### src/rtl/seg_scan_mux.sv
// Purpose: two-digit time-multiplexed segment driver with dead-time and optional leading-zero blanking.
// Latency: a load at edge k is visible on seg_out from cycle k+1 if that digit is lit; outputs decode state directly.
// Backpressure: none; load is accepted on every edge and never stalls the scan.
//
// Ports:
//   clk, rst          - clock; synchronous active-high reset
//   in_seg1, in_seg2  - tens / ones codes (active-high abcdefg), captured together on load
//   load              - capture strobe for both codes
//   blank_lead        - blank the tens digit while it shows ZERO_CODE (not latched)
//   seg_out           - shared segment bus, polarity set by SEG_ACTIVE_LOW
//   an                - digit enables, active-low; bit 1 = tens, bit 0 = ones
//   frame_tick        - one-cycle pulse in the last cycle of each full scan
module seg_scan_mux #(
    parameter int unsigned REFRESH_DIV    = 4,
    parameter int unsigned DEAD_CYC       = 1,
    parameter logic [6:0]  ZERO_CODE      = 7'h3F,
    parameter bit          SEG_ACTIVE_LOW = 1'b1
) (
    input  logic       clk,
    input  logic       rst,
    input  logic [6:0] in_seg1,
    input  logic [6:0] in_seg2,
    input  logic       load,
    input  logic       blank_lead,
    output logic [6:0] seg_out,
    output logic [1:0] an,
    output logic       frame_tick
);

    localparam int unsigned MAX_RD  = (REFRESH_DIV > DEAD_CYC) ? REFRESH_DIV : DEAD_CYC;
    localparam int unsigned MAX_LEN = (MAX_RD > 1) ? MAX_RD : 1;
    // A one-cycle phase still needs a 1-bit counter to keep the width legal.
    localparam int unsigned CW      = (MAX_LEN > 1) ? $clog2(MAX_LEN) : 1;

    localparam logic [CW-1:0] SHOW_LAST = CW'(REFRESH_DIV - 1);
    localparam logic [CW-1:0] DEAD_LAST = CW'((DEAD_CYC > 0) ? (DEAD_CYC - 1) : 0);

    typedef enum logic [1:0] {
        SHOW1 = 2'd0,
        DEAD1 = 2'd1,
        SHOW2 = 2'd2,
        DEAD2 = 2'd3
    } state_t;

    state_t        state, state_d;
    logic [CW-1:0] cnt, cnt_d;
    logic [6:0]    sh1, sh2;
    logic          phase_last;
    logic          lead_blank;
    logic [6:0]    code;

    always_ff @(posedge clk) begin
        if (rst) begin
            state <= SHOW1;
            cnt   <= '0;
            sh1   <= 7'h00;
            sh2   <= 7'h00;
        end else begin
            state <= state_d;
            cnt   <= cnt_d;
            // Both shadows update on the same edge so a digit pair never tears.
            if (load) begin
                sh1 <= in_seg1;
                sh2 <= in_seg2;
            end
        end
    end

    // Sequencing: each phase runs its length, then the counter clears.
    // With no dead time the dead phases are bypassed entirely.
    always_comb begin
        state_d    = state;
        cnt_d      = cnt + 1'b1;
        phase_last = 1'b0;
        frame_tick = 1'b0;
        case (state)
            SHOW1: begin
                phase_last = (cnt == SHOW_LAST);
                if (phase_last) state_d = (DEAD_CYC == 0) ? SHOW2 : DEAD1;
            end
            DEAD1: begin
                phase_last = (cnt == DEAD_LAST);
                if (phase_last) state_d = SHOW2;
            end
            SHOW2: begin
                phase_last = (cnt == SHOW_LAST);
                if (phase_last) state_d = (DEAD_CYC == 0) ? SHOW1 : DEAD2;
                frame_tick = phase_last && (DEAD_CYC == 0);
            end
            DEAD2: begin
                phase_last = (cnt == DEAD_LAST);
                if (phase_last) state_d = SHOW1;
                frame_tick = phase_last;
            end
            default: state_d = SHOW1;
        endcase
        if (phase_last) cnt_d = '0;
    end

    // Tens digit blanks only when it would show zero and blanking is requested now.
    assign lead_blank = blank_lead && (sh1 == ZERO_CODE);

    always_comb begin
        an   = 2'b11;
        code = 7'h00;
        case (state)
            SHOW1: begin
                if (!lead_blank) begin
                    an   = 2'b01;
                    code = sh1;
                end
            end
            SHOW2: begin
                an   = 2'b10;
                code = sh2;
            end
            default: begin
                an   = 2'b11;
                code = 7'h00;
            end
        endcase
    end

    assign seg_out = SEG_ACTIVE_LOW ? ~code : code;

endmodule

### config.mk
export PLATFORM = sky130hd
export DESIGN_NAME = seg_scan_mux
export DESIGN_NICKNAME = d
export VERILOG_FILES = /design/src/rtl/seg_scan_mux.sv
export SDC_FILE = /design/constraint.sdc
export NUM_CORES = 1
export LEC_CHECK = 0
export CORE_MARGIN = 4
export CORE_UTILIZATION = 44
export DETAILED_ROUTE_END_ITERATION = 10
export PLACE_DENSITY_LB_ADDON = 0.08
export RECOVER_POWER = 50
export SYNTH_ARGS = -nofsm -noshare
export SYNTH_HDL_FRONTEND = slang
export SYNTH_SLANG_ARGS = --single-unit
### constraint.sdc
create_clock -name clk -period 1.79 [get_ports clk]
set_input_delay 0.358 -clock clk [delete_from_list [all_inputs] [get_ports clk]]
set_output_delay 0.358 -clock clk [all_outputs]
set_load 0.03 [all_outputs]
* Word level (Yosys, flattened, before mapping)
Index checks and enable logic that the tools add are counted.
** Operators by class
- Add/subtract/negate cells :: 1
- Equal/unequal tests :: 9
- Mux-type cells :: 11
- Bitwise operators :: 1
- Reduce and logical (&&, ||, !) cells :: 7
** Operator list (count)
- one-hot mux 7 bit (2 select lines) :: 1
- 2-to-1 mux 2 bit :: 5
- != test 2 bit, second input constant :: 4
- one-hot mux 2 bit (4 select lines) :: 1
- == test 7 x 6 -> 1 bit, second input constant :: 1
- 2-to-1 mux 7 bit :: 1
- NOT 7 bit :: 1
- == test 2 bit, second input constant :: 3
- OR reduction 2 bit :: 3
- zero test 2 bit :: 2
- one-hot mux 2 bit (2 select lines) :: 1
- AND reduction 4 bit :: 1
- adder 2 x 1 -> 2 bit, second input constant :: 1
- == test 2 x 1 -> 1 bit, second input constant :: 1
- one-hot mux 1 bit (2 select lines) :: 1
- logical AND 1 bit :: 1
- 2-to-1 mux 1 bit :: 1
** Word-level totals
- Bits in registers :: 18
- Bits of input ports :: 18
- Output and inout bits :: 10
- Word-level logic and storage cells :: 33

* Longest topological paths before layout
Gate-level depths: netlist of the first run.
- Depth after elaboration :: 5
- Mapped depth :: 6
- Mapped depth without buffers :: 5

* Least setup slack after synthesis of the first run
Ideal clock, no wire load.
- Kind :: reg2out
- From :: reg state[0]
- To :: out seg_out[0]
- Arrival time :: 1.332 ns
- Data required time :: 1.432 ns
- Path slack :: 0.100 ns
- Stages on the path, launching flop included :: 5
- Buffers on the path :: 0
- Cells stage by stage :: dfxtp_1 > inv_1 > ha_1 > o21a_1 > a22oi_1
** On the way
- Longest elaborated chain between the ends :: 3
- Elaborated cells on any way between the ends :: 4
- Those cells by class :: eq/ne (1); mux (1); bitwise (1); reduce/logical (1)
** Ends and longest elaborated chain
- from (decl) :: line 45 : state_t state, state_d;
- from (signal assigned) :: line 59 : state <= state_d;
- == test 2 bit or zero test 2 bit (tied branches) :: line 106 : case (state)
- one-hot mux 7 bit (2 select lines) * :: line 106
- NOT 7 bit * :: line 124 : assign seg_out = SEG_ACTIVE_LOW ? ~code : code;
- to (decl) :: line 25 : output logic [6:0] seg_out,
Mark *: on every way between the ends. The rest lies on a longest branch, timed or not.

* Worst setup path in the final report of the first run
- From :: reg sh1[6]
- To :: out seg_out[4]
** On the way
- Longest elaborated chain between the ends :: 5
** Ends and longest elaborated chain
- from (decl) :: line 47 : logic [6:0] sh1, sh2;
- from (signal assigned) :: line 63 : sh1 <= in_seg1;
- == test 7 x 6 -> 1 bit :: line 101 : assign lead_blank = blank_lead && (sh1 == ZERO_CODE);
- logical AND 1 bit :: line 101
- 2-to-1 mux 7 bit :: line 108 : if (!lead_blank) begin
- one-hot mux 7 bit (2 select lines) :: line 106
- NOT 7 bit :: line 124
Every way passes these cells.

==> results of run 1 <==
kinds of logic after synthesis:
logic type	count (synthesis)	share of synthesized area
buffers and inverters	11	0.0571
adders and majority gates	7	0.102
and+or+nand+nor	22	0.126
muxes	15	0.176
AOI/OAI and AO/OA	14	0.117
DFF	18	0.422
stage by stage:
step	setup TNS, ps	worst slack (ps)	hold slack, ps	total power (W)	cells
2_1_floorplan	0	99.7	429	0.000612	87
3_3_place_gp	-548	-113	447	0.000699	136
3_5_place_dp	-704	-135	459	0.000705	136
4_1_cts	0	2.67	476	0.000971	142
5_1_grt	-62.7	-39.1	486	0.00103	142
6_report	0	39.4	470	0.000970	142
cell usage after synthesis (all sizes together):
| cell | n | share of area |
|---|---|---|
| dfxtp | 18 | 0.42 |
| mux2i | 15 | 0.18 |
| nor2 | 15 | 0.066 |
| a22oi | 7 | 0.061 |
| ha | 7 | 0.10 |
| inv | 6 | 0.026 |
| buf | 4 | 0.025 |
| a211oi | 3 | 0.026 |
| nand2b | 3 | 0.022 |
| a21oi | 1 | 0.0059 |
| and2 | 1 | 0.0073 |
| clkbuf | 1 | 0.0059 |
| nand4 | 1 | 0.0073 |
| nand4b | 1 | 0.010 |
| o21a | 1 | 0.0088 |
| o21ai | 1 | 0.0059 |
| o21bai | 1 | 0.0088 |
| or3 | 1 | 0.013 |
critical path, delay by kind of cell, from the launching register on:
| family | cells | cell delay [ps] |
|---|---|---|
| and+or+nand+nor | 1 | 190 |
| DFF | 1 | 330 |
| AOI/OAI and AO/OA | 2 | 430 |
| buffers and inverters | 1 | 150 |
registers in the layout (all words and copies together) (netlist names):
| register | count |
|---|---|
| sh1 | 7 |
| sh2 | 7 |
| state | 2 |
| cnt | 2 |
worst paths after layout:
| check | startpoint | to | slack (ps) | cells past startpoint |
|---|---|---|---|---|
| worst min register to register | cnt[0] | cnt[0] | 470 | 1 |
| worst max register to register | state[1] | state[1] | 410 | 5 |
| worst min-delay path | cnt[0] | cnt[0] | 470 | 1 |
| worst max-delay path | sh1[6] | seg_out[4] | 40 | 4 |
metal layers:
layer / routed length, um / track usage / up-vias
met2: 883 / 0.236 / 18
li1: - / - / 360
met4: 21 / 0.0655 / 0
met5: 0 / 0 / -
met1: 802 / 0.169 / 329
met3: 101 / 0.0401 / 4
report_power, final:
| part | total [W] | internal [W] | switching, W | leakage (nW) |
|---|---|---|---|---|
| combinational | 0.000267 | 0.000140 | 0.000127 | 0.380 |
| sequential | 0.000460 | 0.000436 | 0.0000245 | 0.152 |
| clock | 0.000242 | 0.000124 | 0.000119 | 0.0210 |
area by class of cell:
class                   instances  area (um^2)
clock buffers                   4         36.3
well taps                      25         31.3
multi-input cells              58          508
repair buffers                 31          302
flip-flops and latches         18          373
fillers                       134          510
inverters                       6         22.5
repair_timing:
item	4_1_cts	5_1_grt
gates cloned	0	0
gates resized for setup	16	19
endpoints found under the setup margin	10	10
pin swaps	4	3
buffers inserted	2	0
==> key figures, run 1 <==
Synthesis
  – Register bit total from synthesis: 18
  – Synth Instances: 87
  – Post-Syn Nets: 112
  – Yosys cell types: 20
  – Syn avg cell area: 9.82 um^2
  – Synthesized cell area: 855 um^2
  – Seq/Total Area, Yosys: 0.422
  – YS warnings: 0

Run
  – Max_cap viols: 0

Worst setup path
  – Worst Path Max Fanout: 7
  – Critical Path, Cell by Cell: nand4b_1 > o21a_4 > a22oi_2 > buf_6
  – Setup crit start kind: register
  – Slowest-stage cell, CP: dfxtp_2
  – Required @ worst endpoint: 1430 ps
  – Critical Path AT: 1390 ps
  – Crit. End Element: output pin
  – Critical Path Max Stage Delay: 330 ps
  – Critical Setup Path Class: reg2out

Floorplanning
  – DIE AREA: 2710 um^2
  – # IOs: 28
  – FP Rows: 15
  – Die height: 52.1 um
  – Core box area: 1780 um^2
  – Die W: 52.1 um
  – Starting Density: 0.479

Power
  – Leakage: 0.553 nW
  – Power Density: 762 nW/um^2
  – VDD IR-drop max: 0.000475 V

Layout
  – Layout cell share with drive strength beyond 1: 0.308
  – Final nets: 143
  – Final Cell Area: 1270 um^2
  – Commonest non-fill, non-tap cells in the layout: clkdlybuf4s50_1, mux2i_1, nor2_1, dfxtp_1, dfxtp_2
  – N_diodes: 0
  – Final Util: 0.714
  – Commonest non-fill, non-tap cell in the layout: clkdlybuf4s50_1
  – Area Overhead vs Synth: 48.9%

Placement
  – DP HPWL: 1330 um
  – I/O Buffers: 27
  – Gpl congestion: 0.689
  – Placed inst area: 1140 um^2

Clock network
  – CTS clock-pin slew for the worst setup and hold paths: 90 ps
  – Clock tree buffer depth: 2
  – Post-CTS Hold Buffers: 0
  – Total CTS buffers: 3
  – Depth of the CTS H-tree: 1
  – Worst skew pair latency: 290 ps
  – CTS tree: done
  – CTS sink count: 18
  – CTS root buf: clkbuf_4

Global route
  – Initial antenna violation count: 0
  – Overflow after GRT: 0
  – First-pass GRT wire length: 2840 um
  – Vias in the first global route: 684
  – GRT Overall Usage: 0.143
  – Largest net degree at the start of global routing: 15

Route
  – Routed Wire Length: 1810 um
  – DR vias/cell: 5.01
  – Drt first pass iters: 4
  – Detailed router's first-iteration violation count: 10
  – Drt wl/cell: 12.7 um
  – Antenna viol nets, final: 0
  – DRC: 0
  – DR vias: 711

Run status
  – Outcome: completed

STA
  – Endpoints failing setup: 0
  – Worst relative slew slack: 0.457
  – Worst-case clock skew: 0.710 ps
  – RSZ-0062 raised after global routing: true
  – Min cycle time layout: 1750 ps
  – Hold Fails Final Rpt: 0
  – Final slew viol count: 0
  – Period utilisation layout: 0.978
  – Worst Tran Pin Value: 815 ps
  – Fmax: 571 MHz

Worst hold path
  – Worst Hold Class: reg2reg
No activity file was read; power rests on OpenSTA's default activity.
==> run 2, diff against run 1 <==
--- a/config.mk
+++ b/config.mk
@@ -6,8 +6,9 @@
 export NUM_CORES = 1
 export LEC_CHECK = 0
 export CORE_MARGIN = 4
-export CORE_UTILIZATION = 44
+export CORE_UTILIZATION = 55
 export DETAILED_ROUTE_END_ITERATION = 10
+export DONT_BUFFER_PORTS = 1
 export PLACE_DENSITY_LB_ADDON = 0.08
 export RECOVER_POWER = 50
 export SYNTH_ARGS = -nofsm -noshare
==> key figures, run 2 (same netlist as run 1, synthesis figures left out) <==
Worst setup path
  – FF-to-FF path depth: 5 (unchanged)
  – Crit. End Element: output pin (unchanged)
  – Setup crit start kind: register (unchanged)
  – Critical Setup Path Class: reg2out (unchanged)
  – Reg-to-Reg End: state[1] (unchanged)
  – FF-to-FF setup slack: 340 ps (was 410 ps)
  – Worst Path Max Fanout: 9 (was 7)
  – Required @ worst endpoint: 1430 ps (about the same)
  – Critical Path AT: 1400 ps (was 1390 ps)
  – Critical R2R Launch: state[0] (was state[1])

Floorplanning
  – Die W: 47.4 um (was 52.1 um)
  – # IOs: 28 (unchanged)
  – DIE AREA: 2250 um^2 (was 2710 um^2)
  – Core box area: 1380 um^2 (was 1780 um^2)
  – Starting Density: 0.618 (was 0.479)
  – FP Rows: 13 (was 15)
  – Die height: 47.4 um (was 52.1 um)

Run status
  – Outcome: completed (unchanged)

Layout
  – Final Util: 0.706 (was 0.714)
  – FILL cells: 113 (was 134)
  – Reg area: 370 um^2 (was 373 um^2)
  – Layout cell share with drive strength beyond 1: 0.258 (was 0.308)
  – Largest registers: sh1: 7 flops, sh2: 7 flops (unchanged)
  – Area Overhead vs Synth: 14.2% (was 48.9%)
  – Final nets: 120 (was 143)
  – N_diodes: 0 (unchanged)
  – Commonest non-fill, non-tap cells in the layout: mux2i_1, nor2_1, dfxtp_1, buf_4 (was clkdlybuf4s50_1, mux2i_1, nor2_1, dfxtp_1, dfxtp_2)
  – Multi-input logic area: 478 um^2 (was 508 um^2)

STA
  – Hold Fails Final Rpt: 0 (unchanged)
  – Worst Tran Pin Value: 350 ps (was 815 ps)
  – Fmax: 569 MHz (was 571 MHz)
  – Worst-case clock skew: 4.20 ps (was 0.710 ps)
  – Worst relative slew slack: 0.766 (was 0.457)
  – Endpoints failing setup: 0 (unchanged)
  – Setup ws final: 31.2 ps (was 39.4 ps)
  – RSZ-0062 raised after global routing: true (unchanged)
  – Min cycle time layout: 1760 ps (was 1750 ps)
  – Final TNS setup: 0 ps (unchanged)
  – Final slew viol count: 0 (unchanged)
  – Period utilisation layout: 0.983 (was 0.978)

Global route
  – GRT Overall Usage: 0.153 (was 0.143)
  – Largest net degree at the start of global routing: 20 (was 15)
  – Initial antenna violation count: 0 (unchanged)
  – Vias in the first global route: 601 (was 684)
  – Overflow after GRT: 0 (unchanged)
  – First-pass GRT wire length: 2440 um (was 2840 um)

Power
  – Power Density: 860 nW/um^2 (was 762 nW/um^2)
  – Leakage: 0.428 nW (was 0.553 nW)
  – Power, Total: 0.000840 W (was 0.000970 W)
  – VDD IR-drop max: 0.000521 V (was 0.000475 V)

Clock network
  – CTS clock-pin slew for the worst setup and hold paths: 100 ps (was 90 ps)
  – Total CTS buffers: 3 (unchanged)
  – CTS root buf: clkbuf_4 (unchanged)
  – Post-CTS Hold Buffers: 0 (unchanged)
  – Clock tree buffer depth: 2 (unchanged)
  – Worst skew pair latency: 280 ps (was 290 ps)
  – CTS sink count: 18 (unchanged)
  – Depth of the CTS H-tree: 1 (unchanged)
  – CTS tree: done (unchanged)

Worst hold path
  – Hold Startpoint: rst (was cnt[0])
  – Worst Hold Class: in2reg (was reg2reg)
  – Hold Path Cell Cnt: 1 (unchanged)
  – Hold EP: sh1[6] (was cnt[0])

Placement
  – Place WS: 174 ps (was -135 ps)
  – Gpl congestion: 0.719 (was 0.689)
  – I/O Buffers: 0 (was 27)
  – DP HPWL: 1130 um (was 1330 um)

Run
  – Max_cap viols: 0 (unchanged)

Route
  – Detailed router's first-iteration violation count: 6 (was 10)
  – Drt wl/cell: 14.5 um (was 12.7 um)
  – Antenna viol nets, final: 0 (unchanged)
  – DR vias/cell: 5.61 (was 5.01)
  – Drt first pass iters: 2 (was 4)
  – DR vias: 606 (was 711)
  – Routed Wire Length: 1570 um (was 1810 um)
  – DRC: 0 (unchanged)
==> run 2: changes by cell type in the layout (fill, tap and decap cells not counted), sizes merged <==
cell           before  now
clkdlybuf4s50      16    0
buf                11    8
clkbuf              5    3
clkdlybuf4s15       1    0
dlygate4sd2         1    0
dlymetal6s4s        1    0
==> run 2: cell type report <==
class | instances | share of cell area
Sequential cell | 18 | 0.379
Multi-Input combinational cell | 58 | 0.490
Clock buffer | 3 | 0.0231
Inverter | 6 | 0.0231
Timing Repair Buffer | 8 | 0.0654
Tap cell | 15 | 0.0192
==> run 2: metal layers <==
| layer | vias up | global-route usage | wire length, um |
|---|---|---|---|
| met5 | - | 0 | 0 |
| met4 | 0 | 0.0497 | 12 |
| met3 | 2 | 0.0414 | 128 |
| met2 | 18 | 0.265 | 741 |
| met1 | 271 | 0.182 | 683 |
| li1 | 315 | - | - |
==> run 2: repair_timing <==
| item | 4_1_cts | 5_1_grt |
|---|---|---|
| setup endpoints to repair | 8 | 6 |
| resized for setup | 6 | 10 |
| buffers inserted | 0 | 1 |
==> run 2: worst max-delay path, cell delays in order, from the launching register on <==
cell	delay, ps
dfxtp_2	330
inv_1	140
ha_2	320
nand2b_1	330
==> run 2: power breakdown <==
part | total (W) | switching [W] | internal, W
clock | 0.000191 | 0.000114 | 0.0000779
sequential | 0.000456 | 0.0000218 | 0.000434
combinational | 0.000192 | 0.000101 | 0.0000914
==> run 2: metrics by stage <==
step                      instances  hold slack [ps]  area [um^2]
after floorplan                  87              429          855
after global placement          104              433          900
after detailed placement        104              434          900
after CTS                       107              132          937
after global routing            108              110          976
final                           108              130          976
==> run 2: worst max-delay path by stage <==
stage,slack (ps),startpoint,depth (start not counted),to
finish,30,state[0],3,an[1]
global route,-20,state[0],3,an[1]
CTS,7,state[1],5,seg_out[5]
detailed placement,170,state[1],5,seg_out[5]
global placement,190,state[0],5,seg_out[5]
floorplan,100,state[0],4,seg_out[0]
==> run 3, diff against run 2 <==
--- a/config.mk
+++ b/config.mk
@@ -6,7 +6,7 @@
 export NUM_CORES = 1
 export LEC_CHECK = 0
 export CORE_MARGIN = 4
-export CORE_UTILIZATION = 55
+export CORE_UTILIZATION = 41
 export DETAILED_ROUTE_END_ITERATION = 10
 export DONT_BUFFER_PORTS = 1
 export PLACE_DENSITY_LB_ADDON = 0.08
@@ -14,3 +14,4 @@
 export SYNTH_ARGS = -nofsm -noshare
 export SYNTH_HDL_FRONTEND = slang
 export SYNTH_SLANG_ARGS = --single-unit
+export TNS_END_PERCENT = 100
==> key figures, run 3 (same netlist as run 1, synthesis figures left out) <==
Floorplanning
  – FP Rows: 16 (was 13)
  – DIE AREA: 2880 um^2 (was 2250 um^2)
  – Core box area: 1960 um^2 (was 1380 um^2)
  – Die W: 53.7 um (was 47.4 um)
  – Starting Density: 0.436 (was 0.618)
  – # IOs: 28 (unchanged)
  – Die height: 53.7 um (was 47.4 um)

Clock network
  – Depth of the CTS H-tree: 1 (unchanged)
  – CTS root buf: clkbuf_4 (unchanged)
  – Total CTS buffers: 3 (unchanged)
  – Post-CTS Hold Buffers: 0 (unchanged)
  – CTS clock-pin slew for the worst setup and hold paths: 100 ps (about the same)
  – CTS sink count: 18 (unchanged)
  – Worst skew pair latency: 290 ps (was 280 ps)
  – Clock tree buffer depth: 2 (unchanged)
  – CTS tree: done (unchanged)

Worst setup path
  – Critical Path AT: 1400 ps (about the same)
  – Required @ worst endpoint: 1430 ps (about the same)
  – Crit. End Element: output pin (unchanged)
  – Setup crit start kind: register (unchanged)
  – Critical Setup Path Class: reg2out (unchanged)
  – Worst Path Max Fanout: 7 (was 9)

Layout
  – Commonest non-fill, non-tap cells in the layout: mux2i_1, nor2_1, dfxtp_1, dfxtp_2, buf_4 (was mux2i_1, nor2_1, dfxtp_1, buf_4)
  – Largest registers: sh1: 7 flops, sh2: 7 flops (unchanged)
  – N_diodes: 0 (unchanged)
  – Final nets: 123 (was 120)
  – Area Overhead vs Synth: 25.0% (was 14.2%)
  – Final Cell Area: 1070 um^2 (was 976 um^2)
  – Final Util: 0.545 (was 0.706)
  – Layout cell share with drive strength beyond 1: 0.351 (was 0.258)

STA
  – Worst relative slew slack: 0.766 (about the same)
  – Final TNS setup: 0 ps (unchanged)
  – Fmax: 569 MHz (about the same)
  – Final slew viol count: 0 (unchanged)
  – RSZ-0062 raised after global routing: true (unchanged)
  – Period utilisation layout: 0.982 (was 0.983)
  – Endpoints failing setup: 0 (unchanged)
  – Min cycle time layout: 1760 ps (about the same)
  – Hold Fails Final Rpt: 0 (unchanged)
  – Worst-case clock skew: 4.43 ps (was 4.20 ps)
  – Worst Tran Pin Value: 350 ps (about the same)

Route
  – Detailed router's first-iteration violation count: 12 (was 6)
  – DRC: 0 (unchanged)
  – Routed Wire Length: 1750 um (was 1570 um)
  – Antenna viol nets, final: 0 (unchanged)
  – DR vias/cell: 5.20 (was 5.61)
  – DR vias: 645 (was 606)
  – Drt first pass iters: 3 (was 2)
  – Drt wl/cell: 14.1 um (was 14.5 um)

Global route
  – Vias in the first global route: 617 (was 601)
  – Largest net degree at the start of global routing: 20 (unchanged)
  – Overflow after GRT: 0 (unchanged)
  – First-pass GRT wire length: 2850 um (was 2440 um)
  – Initial antenna violation count: 0 (unchanged)
  – GRT Overall Usage: 0.142 (was 0.153)

Power
  – VDD IR-drop max: 0.000529 V (was 0.000521 V)
  – Power Density: 856 nW/um^2 (was 860 nW/um^2)
  – Leakage: 0.460 nW (was 0.428 nW)
  – Power, Total: 0.000914 W (was 0.000840 W)

Placement
  – Gpl congestion: 0.714 (was 0.719)
  – I/O Buffers: 0 (unchanged)
  – DP HPWL: 1240 um (was 1130 um)
  – Placed inst area: 915 um^2 (was 900 um^2)

Worst hold path
  – Worst Hold Class: in2reg (unchanged)

Run
  – Max_cap viols: 0 (unchanged)

Run status
  – Outcome: completed (unchanged)
[run 3: cell count changes in the layout (fill, tap and decap cells not counted), sizes merged]
cell    change
buf         +3
clkbuf      +1
[run 3: layer usage]
layer | global-route usage | routed length (um) | part of all wire | vias up
met2 | 0.200 | 737 | 0.42 | 20
met3 | 0.0693 | 153 | 0.088 | 2
met5 | 0 | 0 | 0 | -
met1 | 0.185 | 843 | 0.48 | 297
li1 | - | - | - | 326
met4 | 0.0511 | 10 | 0.0057 | 0
[run 3: final cells by class]
class | instances | area (um^2)
clock buffer | 4 | 36.3
fill | 205 | 893
sequential | 18 | 369
inverter | 6 | 22.5
multi-input combinational | 58 | 505
tap | 27 | 33.8
timing repair buffer | 11 | 101
[run 3: through the flow]
step	hold slack (ps)	cells	worst slack [ps]
2_1_floorplan	429	87	99.7
3_3_place_gp	433	116	154
3_5_place_dp	434	116	159
4_1_cts	103	122	6.78
5_1_grt	81.9	124	-46.7
6_report	116	124	31.7
[run 3: repair_timing]
item,in CTS,in global routing
buffers inserted,2,2
endpoints found under the setup margin,8,8
pin swaps,0,2
gates resized for setup,7,19
[run 3: where the power goes]
part / switching, W / leakage [nW] / internal [W]
Clock: 0.000120 / 0.0210 / 0.000124
Sequential: 0.0000231 / 0.151 / 0.000436
Combinational: 0.000109 / 0.288 / 0.000102
Total: 0.000252 / 0.460 / 0.000662
[run 3: worst max-delay path, stage by stage (launching register included)]
cell and delay, ps:
dfxtp_2 340, nand4b_1 180, o21a_4 260, a22oi_1 150
buf_4 190
[run 3: final timing paths]
check	startpoint	end	slack [ps]	cells past startpoint
max	sh1[6]	seg_out[5]	30	4
min	rst	sh1[0]	120	1
max reg2reg	state[0]	state[1]	330	5
min reg2reg	cnt[0]	cnt[0]	460	1
